===== config.mk =====
export PLATFORM = sky130hd
export DESIGN_NAME = hazard_sched
export DESIGN_NICKNAME = d
export VERILOG_FILES = /design/src/rtl/hazard_sched.sv
export SDC_FILE = /design/constraint.sdc
export NUM_CORES = 1
export LEC_CHECK = 0
export ABC_AREA = 1
export BUFFER_PORTS_ARGS = -buffer_cell sky130_fd_sc_hd__buf_2
export CORE_MARGIN = 1.5
export CORE_UTILIZATION = 35
export CTS_CLUSTER_SIZE = 16
export DETAILED_ROUTE_END_ITERATION = 6
export HOLD_SLACK_MARGIN = 0.02
export PLACE_DENSITY = 0.61
export SLEW_MARGIN = 25
export SYNTH_ARGS = -nofsm -noshare
export SYNTH_HDL_FRONTEND = slang
export SYNTH_SLANG_ARGS = --single-unit

===== constraint.sdc =====
create_clock -name clk_i -period 3.75 [get_ports clk_i]
set_input_delay 0.75 -clock clk_i [delete_from_list [all_inputs] [get_ports clk_i]]
set_output_delay 0.75 -clock clk_i [all_outputs]
set_load 0.1 [all_outputs]

===== src/rtl/hazard_sched.sv =====
// hazard_sched: E/M/W write scoreboard driving the F/D stall, the E bubble and the D/E forward selects.
module hazard_sched #(
   parameter int CNT_W = 16
) (
   input  logic             clk_i,
   input  logic             rst_ni,
   input  logic             freeze_i,
   input  logic             d_valid_i,
   input  logic [4:0]       d_rs_i,
   input  logic [4:0]       d_rt_i,
   input  logic [1:0]       d_tuse_rs_i,
   input  logic [1:0]       d_tuse_rt_i,
   input  logic             d_we_i,
   input  logic [4:0]       d_dst_i,
   input  logic [1:0]       d_T_i,
   output logic             stall_o,
   output logic [1:0]       fwd_d_rs_o,
   output logic [1:0]       fwd_d_rt_o,
   output logic [1:0]       fwd_e_rs_o,
   output logic [1:0]       fwd_e_rt_o,
   output logic [CNT_W-1:0] stall_cnt_o
);
   logic             e_v_q, m_v_q, w_v_q, e_v_d, m_v_d, w_v_d;
   logic [4:0]       e_dst_q, m_dst_q, w_dst_q, e_dst_d, m_dst_d, w_dst_d;
   logic [4:0]       e_rs_q, e_rt_q, e_rs_d, e_rt_d;
   logic [1:0]       e_tnew_q, m_tnew_q, e_tnew_d, m_tnew_d;
   logic [CNT_W-1:0] cnt_q, cnt_d;
   logic [4:0]       dr [2];
   logic [4:0]       er [2];
   logic [1:0]       tu [2];
   logic [1:0]       me, mm, mw, hz, em, ew;
   logic [1:0]       ytnew [2];
   logic [1:0]       fd [2];
   logic [1:0]       fe [2];

   assign dr[0] = d_rs_i;
   assign dr[1] = d_rt_i;
   assign er[0] = e_rs_q;
   assign er[1] = e_rt_q;
   assign tu[0] = d_tuse_rs_i;
   assign tu[1] = d_tuse_rt_i;

   // W always carries tnew 0, so it can forward but never cause a stall
   always_comb begin
      me = '0;
      mm = '0;
      mw = '0;
      hz = '0;
      em = '0;
      ew = '0;
      for (int i = 0; i < 2; i++) begin
         me[i] = e_v_q && e_dst_q == dr[i] && dr[i] != 5'd0;
         mm[i] = m_v_q && m_dst_q == dr[i] && dr[i] != 5'd0;
         mw[i] = w_v_q && w_dst_q == dr[i] && dr[i] != 5'd0;
         ytnew[i] = me[i] ? e_tnew_q : mm[i] ? m_tnew_q : 2'd0;
         hz[i] = tu[i] != 2'd3 && (me[i] || mm[i]) && tu[i] < ytnew[i];
         fd[i] = me[i] ? (e_tnew_q == 2'd0 ? 2'd1 : 2'd0) :
                 mm[i] ? (m_tnew_q == 2'd0 ? 2'd2 : 2'd0) :
                 mw[i] ? 2'd3 : 2'd0;
         em[i] = m_v_q && m_dst_q == er[i] && er[i] != 5'd0;
         ew[i] = w_v_q && w_dst_q == er[i] && er[i] != 5'd0;
         fe[i] = (em[i] && m_tnew_q == 2'd0) ? 2'd2 : ew[i] ? 2'd3 : 2'd0;
      end
   end

   assign stall_o     = d_valid_i && |hz;
   assign fwd_d_rs_o  = fd[0];
   assign fwd_d_rt_o  = fd[1];
   assign fwd_e_rs_o  = fe[0];
   assign fwd_e_rt_o  = fe[1];
   assign stall_cnt_o = cnt_q;

   always_comb begin
      e_v_d    = stall_o ? 1'b0 : d_valid_i && d_we_i && d_dst_i != 5'd0;
      e_dst_d  = stall_o ? 5'd0 : d_dst_i;
      e_tnew_d = stall_o ? 2'd0 : d_T_i;
      e_rs_d   = stall_o ? 5'd0 : d_rs_i;
      e_rt_d   = stall_o ? 5'd0 : d_rt_i;
      m_v_d    = e_v_q;
      m_dst_d  = e_dst_q;
      m_tnew_d = e_tnew_q == 2'd0 ? 2'd0 : e_tnew_q - 2'd1;
      w_v_d    = m_v_q;
      w_dst_d  = m_dst_q;
      cnt_d    = cnt_q + {{(CNT_W-1){1'b0}}, stall_o && !(&cnt_q)};
   end

   always_ff @(posedge clk_i or negedge rst_ni) begin
      if (!rst_ni) begin
         e_v_q    <= 1'b0;
         e_dst_q  <= '0;
         e_tnew_q <= '0;
         e_rs_q   <= '0;
         e_rt_q   <= '0;
         m_v_q    <= 1'b0;
         m_dst_q  <= '0;
         m_tnew_q <= '0;
         w_v_q    <= 1'b0;
         w_dst_q  <= '0;
         cnt_q    <= '0;
      end else if (!freeze_i) begin
         e_v_q    <= e_v_d;
         e_dst_q  <= e_dst_d;
         e_tnew_q <= e_tnew_d;
         e_rs_q   <= e_rs_d;
         e_rt_q   <= e_rt_d;
         m_v_q    <= m_v_d;
         m_dst_q  <= m_dst_d;
         m_tnew_q <= m_tnew_d;
         w_v_q    <= w_v_d;
         w_dst_q  <= w_dst_d;
         cnt_q    <= cnt_d;
      end
   end
endmodule


==> Word level (Yosys, flattened, before mapping) <==
Cells that the tools add are included.
Widths: inputs -> output; s select.
{ "word_totals": {"register_bits": 48, "input_bits": 26, "output_inout_bits": 25} }
{ "classes": {"order_cmp": 2, "n_reduce_logical": 42, "addsub": 2, "n_mux": 22, "eq_ne": 12} }
{ "op_table": {"columns": ["cell", "count"], "rows": [
  ["$eq 5x5->1", 10],
  ["$mux 2", 17],
  ["$logic_and 1x1->1", 30],
  ["$reduce_bool 5->1", 5],
  ["$add 16x1->16", 1],
  ["$reduce_and 16->1", 1],
  ["$mux 5", 3],
  ["$logic_not 2->1", 2],
  ["$lt 2x2->1", 2],
  ["$ne 2x2->1 const B", 2],
  ["$logic_or 1x1->1", 2],
  ["$mux 1", 2],
  ["$reduce_or 2->1", 1],
  ["$sub 2x1->2 const B", 1],
  ["$logic_not 1->1", 1]
]} }

==> Depth between registers and ports, before layout <==
{ "logic_depth": {"ltp_word": 11, "mapped_depth": 27} }

==> Worst setup path before layout <==
No wires, ideal clock.
{ "synth_timing": {"path_kind": "input to output", "startpoint": "in d_rt_i[1]", "endpoint": "out fwd_d_rt_o[0]", "stages": 5, "t_required_ps": 3000, "t_arrival_ps": 3370, "path_buffers": 0, "slack_ps": -370, "cell_sequence": "inv_1 -> nor2_1 -> nor3_2 -> nand2_2 -> o21ai_0"} }
{ "synth_between": {"elab_chain_cells": 6, "elab_cells_between_ends": 13, "classes_between": "3 x eq/ne; 3 x mux; 7 x reduce/logical"} }
{ "synth_rtl": {"columns": ["element", "line_no", "text"], "rows": [
  ["start, declared", "10", "input logic [4:0] d_rt_i,"],
  ["$eq 5x5->1", "54", "mw[i] = w_v_q && w_dst_q == dr[i] && dr[i] != 5'd0;"],
  ["$logic_and 1x1->1 (2 in a row)", "54", null],
  ["$mux 2", "59", "mw[i] ? 2'd3 : 2'd0;"],
  ["$mux 2", "58", "mm[i] ? (m_tnew_q == 2'd0 ? 2'd2 : 2'd0) :"],
  ["$mux 2 *", "57", "fd[i] = me[i] ? (e_tnew_q == 2'd0 ? 2'd1 : 2'd0) :"],
  ["end, declared", "18", "output logic [1:0] fwd_d_rt_o,"]
]} }
Mark *: on every way between the ends. The rest lies on a longest branch, timed or not.

==> Worst setup path in the final report <==
{ "layout_timing": {"startpoint": "in d_rt_i[3]", "endpoint": "out stall_o"} }
{ "layout_between": {"elab_chain_cells": 9, "elab_cells_between_ends": 15, "classes_between": "1 x order compare; 2 x eq/ne; 2 x mux; 10 x reduce/logical"} }
{ "layout_rtl": {"columns": ["element", "line_no", "text"], "rows": [
  ["$eq 5x5->1", "53", "mm[i] = m_v_q && m_dst_q == dr[i] && dr[i] != 5'd0;"],
  ["$logic_and 1x1->1 (2 in a row)", "53", null],
  ["$mux 2 (2 in a row)", "55", "ytnew[i] = me[i] ? e_tnew_q : mm[i] ? m_tnew_q : 2'd0;"],
  ["$lt 2x2->1", "56", "hz[i] = tu[i] != 2'd3 && (me[i] || mm[i]) && tu[i] < ytnew[i];"],
  ["$logic_and 1x1->1 *", "56", null],
  ["$reduce_or 2->1 *", "66", "assign stall_o = d_valid_i && |hz;"],
  ["$logic_and 1x1->1 *", "66", null],
  ["end, declared", "16", "output logic stall_o,"]
]} }
Marked as above.

==> metrics.txt <==
crit path DAT=between 2 and 3 ns; P_leak=2.02 nW; crit-path cells=buf_2, inv_2, a21oi_1, nand2_1, nor2_1, and2_4, inv_1, o21ai_1, o21ai_1, ha_1, a21oi_1, a21boi_2, nand2_1, nand2_2, nand2_4, buf_6, inv_2, buf_12; FMAX=about 0.28 GHz; initial antenna violation count=0; first-pass GRT wire length=~14 mm; critical path's largest stage delay=~0.18 ns; multiplexer area fraction after synthesis=0%; required time of the critical path=around 3 ns; n_diodes=0; sequential area share after synthesis=38.0%; Synth Area per Inst=between 7 and 8 um^2; Synth Area in Adders=~2%; clock root cell=clkbuf_8; number of synthesized register bits=48; Area Overhead vs Synth=15.0%; Die Width=98.0 um; largest area contributor in the netlist=dfrtp_1; PwrDens=approximately 330 mW/mm^2; Detail Route Antenna Nets=0; placed inst area=~0.0035 mm^2; Initial Util=36.2%; total gr overflow=0; max-capacitance violation count=0; Worst Setup SP=d_rt_i[3]; Worst-Margin Slew=about 0.6 ns; Layout Skew=0.00911 ns; worst r2r src=m_dst_q[3]$_DFFE_PN0N_; final wirelength=around 8.3 mm; vias in the first global route=2967; all-layer global routing usage=between 10% and 20%; io pins=a little over 50; TritonCTS Buffers=5; Max FO, Critical Path=18; drt first pass iters=4; core area=0.00872 mm^2; R2R Setup Slk=about 0.34 ns; vias per cell=4.91; Synth Area in XOR/XNOR=approximately 9%; post-synthesis cell count=about 450; Critical-path top delay cell=ha_1; Slew HR=59.4%; total vias in the final route=between 2000 and 3000; syn nets=between 400 and 500; fin cells=about 600; Netlist cell types=37; Reg2Reg Depth=26; status=finished, final reports clean; Tightest Hold Check Type=in -> async; H-tree levels=2; PortBufs=50; synthesized area=roughly 0.0032 mm^2; routability congestion estimate=between 0.8 and 0.9; VDD IR max=between 0.1 and 0.15 mV; largest net degree at the start of global routing=62; clock tree buffer depth=2; Placed Cells=about 600; warnings from Yosys=0; Area contributors post-synth=dfrtp_1 (38%), nand2_1 (17%), inv_1 (6.4%); average routed wire per standard cell=around 14 um; Max Slew Vio Count=0; CTS tree=done; DRC viols=0; Critical Path Source Type=input pin; fin nets=about 530; simple-gate share of the synthesized area=32.8%; endpoints failing setup=0; die area=approximately 0.0096 mm^2; crit path to=stall_o; reg2reg end=stall_cnt_o[13]$_DFFE_PN0N_; Synth Area in Compound Gates=8.16%; Hold Buf Count CTS=0; DP HPWL=6.36 mm; row cnt=34; top-area cell type share of the netlist area=between 30% and 40%; fill count=940; clk_lat worst skew=~0.30 ns; post-route minimum period=between 3 and 4 ns; final instance area=between 0.003 and 0.004 mm^2; Initial DRC Count=81; Fin Setup TNS=0 ns; final critical-path share of the clock period=between 90 and 100%; crit path capture type=output pin; CP Class=in -> out; layout cells sized above 1=a little under a fifth; final hold viol count=0; clock sink count=between 40 and 50; Worst-path clk slew=0.09 ns; combinational family with the most area after synthesis=simple AND/OR/NAND/NOR gates; Die Y=between 90 and 100 um
[registers in the layout, summed over array words and instances (netlist names)]
| register | flops |
|---|---|
| e_rs_q | 5 |
| e_dst_q | 5 |
| e_tnew_q | 2 |
| e_v_q | 1 |
| w_v_q | 1 |
| w_dst_q | 5 |
| e_rt_q | 5 |
| stall_cnt_o | 16 |
| m_v_q | 1 |
| m_tnew_q | 2 |
| m_dst_q | 5 |
[layout make-up]
| cell class | count | area, um^2 | area share, % |
|---|---|---|---|
| multi-input cells | 324 | 1650 | 45.4 |
| flip-flops and latches | 48 | 1200 | 33.1 |
| clock inverters | 2 | 12.5 | 0.345 |
| clock buffers | 5 | 68.8 | 1.90 |
| repair buffers | 59 | 339 | 9.34 |
| inverters | 60 | 225 | 6.20 |
| well taps | 108 | 135 | 3.72 |
[Yosys cell counts (all sizes together)]
cell type	n
a2111oi	1
a21boi	1
a21oi	6
a221oi	1
and2	2
and3	1
buf	5
clkbuf	8
dfrtp	48
dlygate4sd3	1
ha	5
inv	60
nand2	146
nand3	23
nand3b	1
nand4	6
nor2	51
nor3	6
nor4	5
o2111a	1
o2111ai	3
o211ai	2
o21ai	25
o22ai	4
or2	2
xnor2	13
xor2	19
[stage by stage]
stage / setup WS, ns / util (%) / power, mW / hold WS [ns]
final: 0.184 / 41.6 / 1.19 / 0.458
after floorplan: 0.0140 / - / 0.815 / 0.454
after detailed placement: -0.0730 / 40.5 / 0.901 / 0.483
after global placement: 0.0820 / 40.5 / 0.898 / 0.479
after global routing: -0.0168 / 41.6 / 1.27 / 0.503
after CTS: 0.0583 / 41.4 / 1.20 / 0.480
[placed cells by master (no fill, tap or decap), types with 5 or more instances in the layout]
| master | netlist | routed |
|---|---|---|
| nor4_1 | 5 | 5 |
| o21ai_0 | 25 | 20 |
| inv_1 | 54 | 52 |
| a21oi_1 | 6 | 6 |
| nor2_2 | 5 | 6 |
| o21ai_1 | 0 | 5 |
| dfrtp_1 | 48 | 48 |
| buf_2 | 1 | 48 |
| nand3_1 | 23 | 22 |
| nor2_1 | 45 | 44 |
| xor2_1 | 19 | 19 |
| nand4_1 | 6 | 6 |
| nand2_1 | 142 | 142 |
| inv_2 | 6 | 8 |
| buf_4 | 1 | 9 |
| clkbuf_8 | 1 | 5 |
| nor3_1 | 5 | 5 |
| xnor2_1 | 13 | 13 |
[logic make-up after synthesis]
group	count (synthesis)
buffers and inverters	74
adder cells (fa/ha/maj)	5
XOR/XNOR	32
AND/OR/NAND/NOR	243
flip-flops	48
AO/OA/AOI/OAI	44
[worst min path at each step]
stage | startpoint | end | slack, ns | cells past startpoint
floorplan | rst_ni | e_dst_q[0]$_DFFE_PN0N_ | 0.45 | 0
global placement | stall_cnt_o[3]$_DFFE_PN0N_ | stall_cnt_o[3]$_DFFE_PN0N_ | 0.48 | 1
detailed placement | stall_cnt_o[3]$_DFFE_PN0N_ | stall_cnt_o[3]$_DFFE_PN0N_ | 0.48 | 1
CTS | rst_ni | e_rt_q[1]$_DFFE_PN0N_ | 0.48 | 1
global route | rst_ni | e_rs_q[3]$_DFFE_PN0N_ | 0.50 | 1
finish | rst_ni | e_rt_q[1]$_DFFE_PN0N_ | 0.46 | 1
[power by group]
group	internal, mW	switching [mW]	total [mW]	leakage, nW
sequential	0.555	0.0644	0.619	0.607
clock	0.127	0.175	0.301	0.0400
combinational	0.0922	0.180	0.272	1.37
total	0.774	0.419	1.19	2.02
[worst max-delay path: cells and delay by family]
family                     cells  cell delay [ns]
buffers and inverters          6             0.67
and+or+nand+nor                6             0.59
adders and majority gates      1             0.18
AOI/OAI and AO/OA              5             0.63
[timing repair]
item                       CTS  global route
buffers inserted             0             1
hold endpoints to repair     0             0
setup endpoints to repair    0             4
resized for setup            0             6
[metal layers]
layer	vias to the layer above	part of all wire (%)	track usage, %
met5	-	0	0
met4	0	1.8	4.62
met3	15	5.9	3.87
met2	90	47	30.6
met1	1379	45	23.5
li1	1492	-	-
Note: power is estimated with default switching activity, not from simulation.
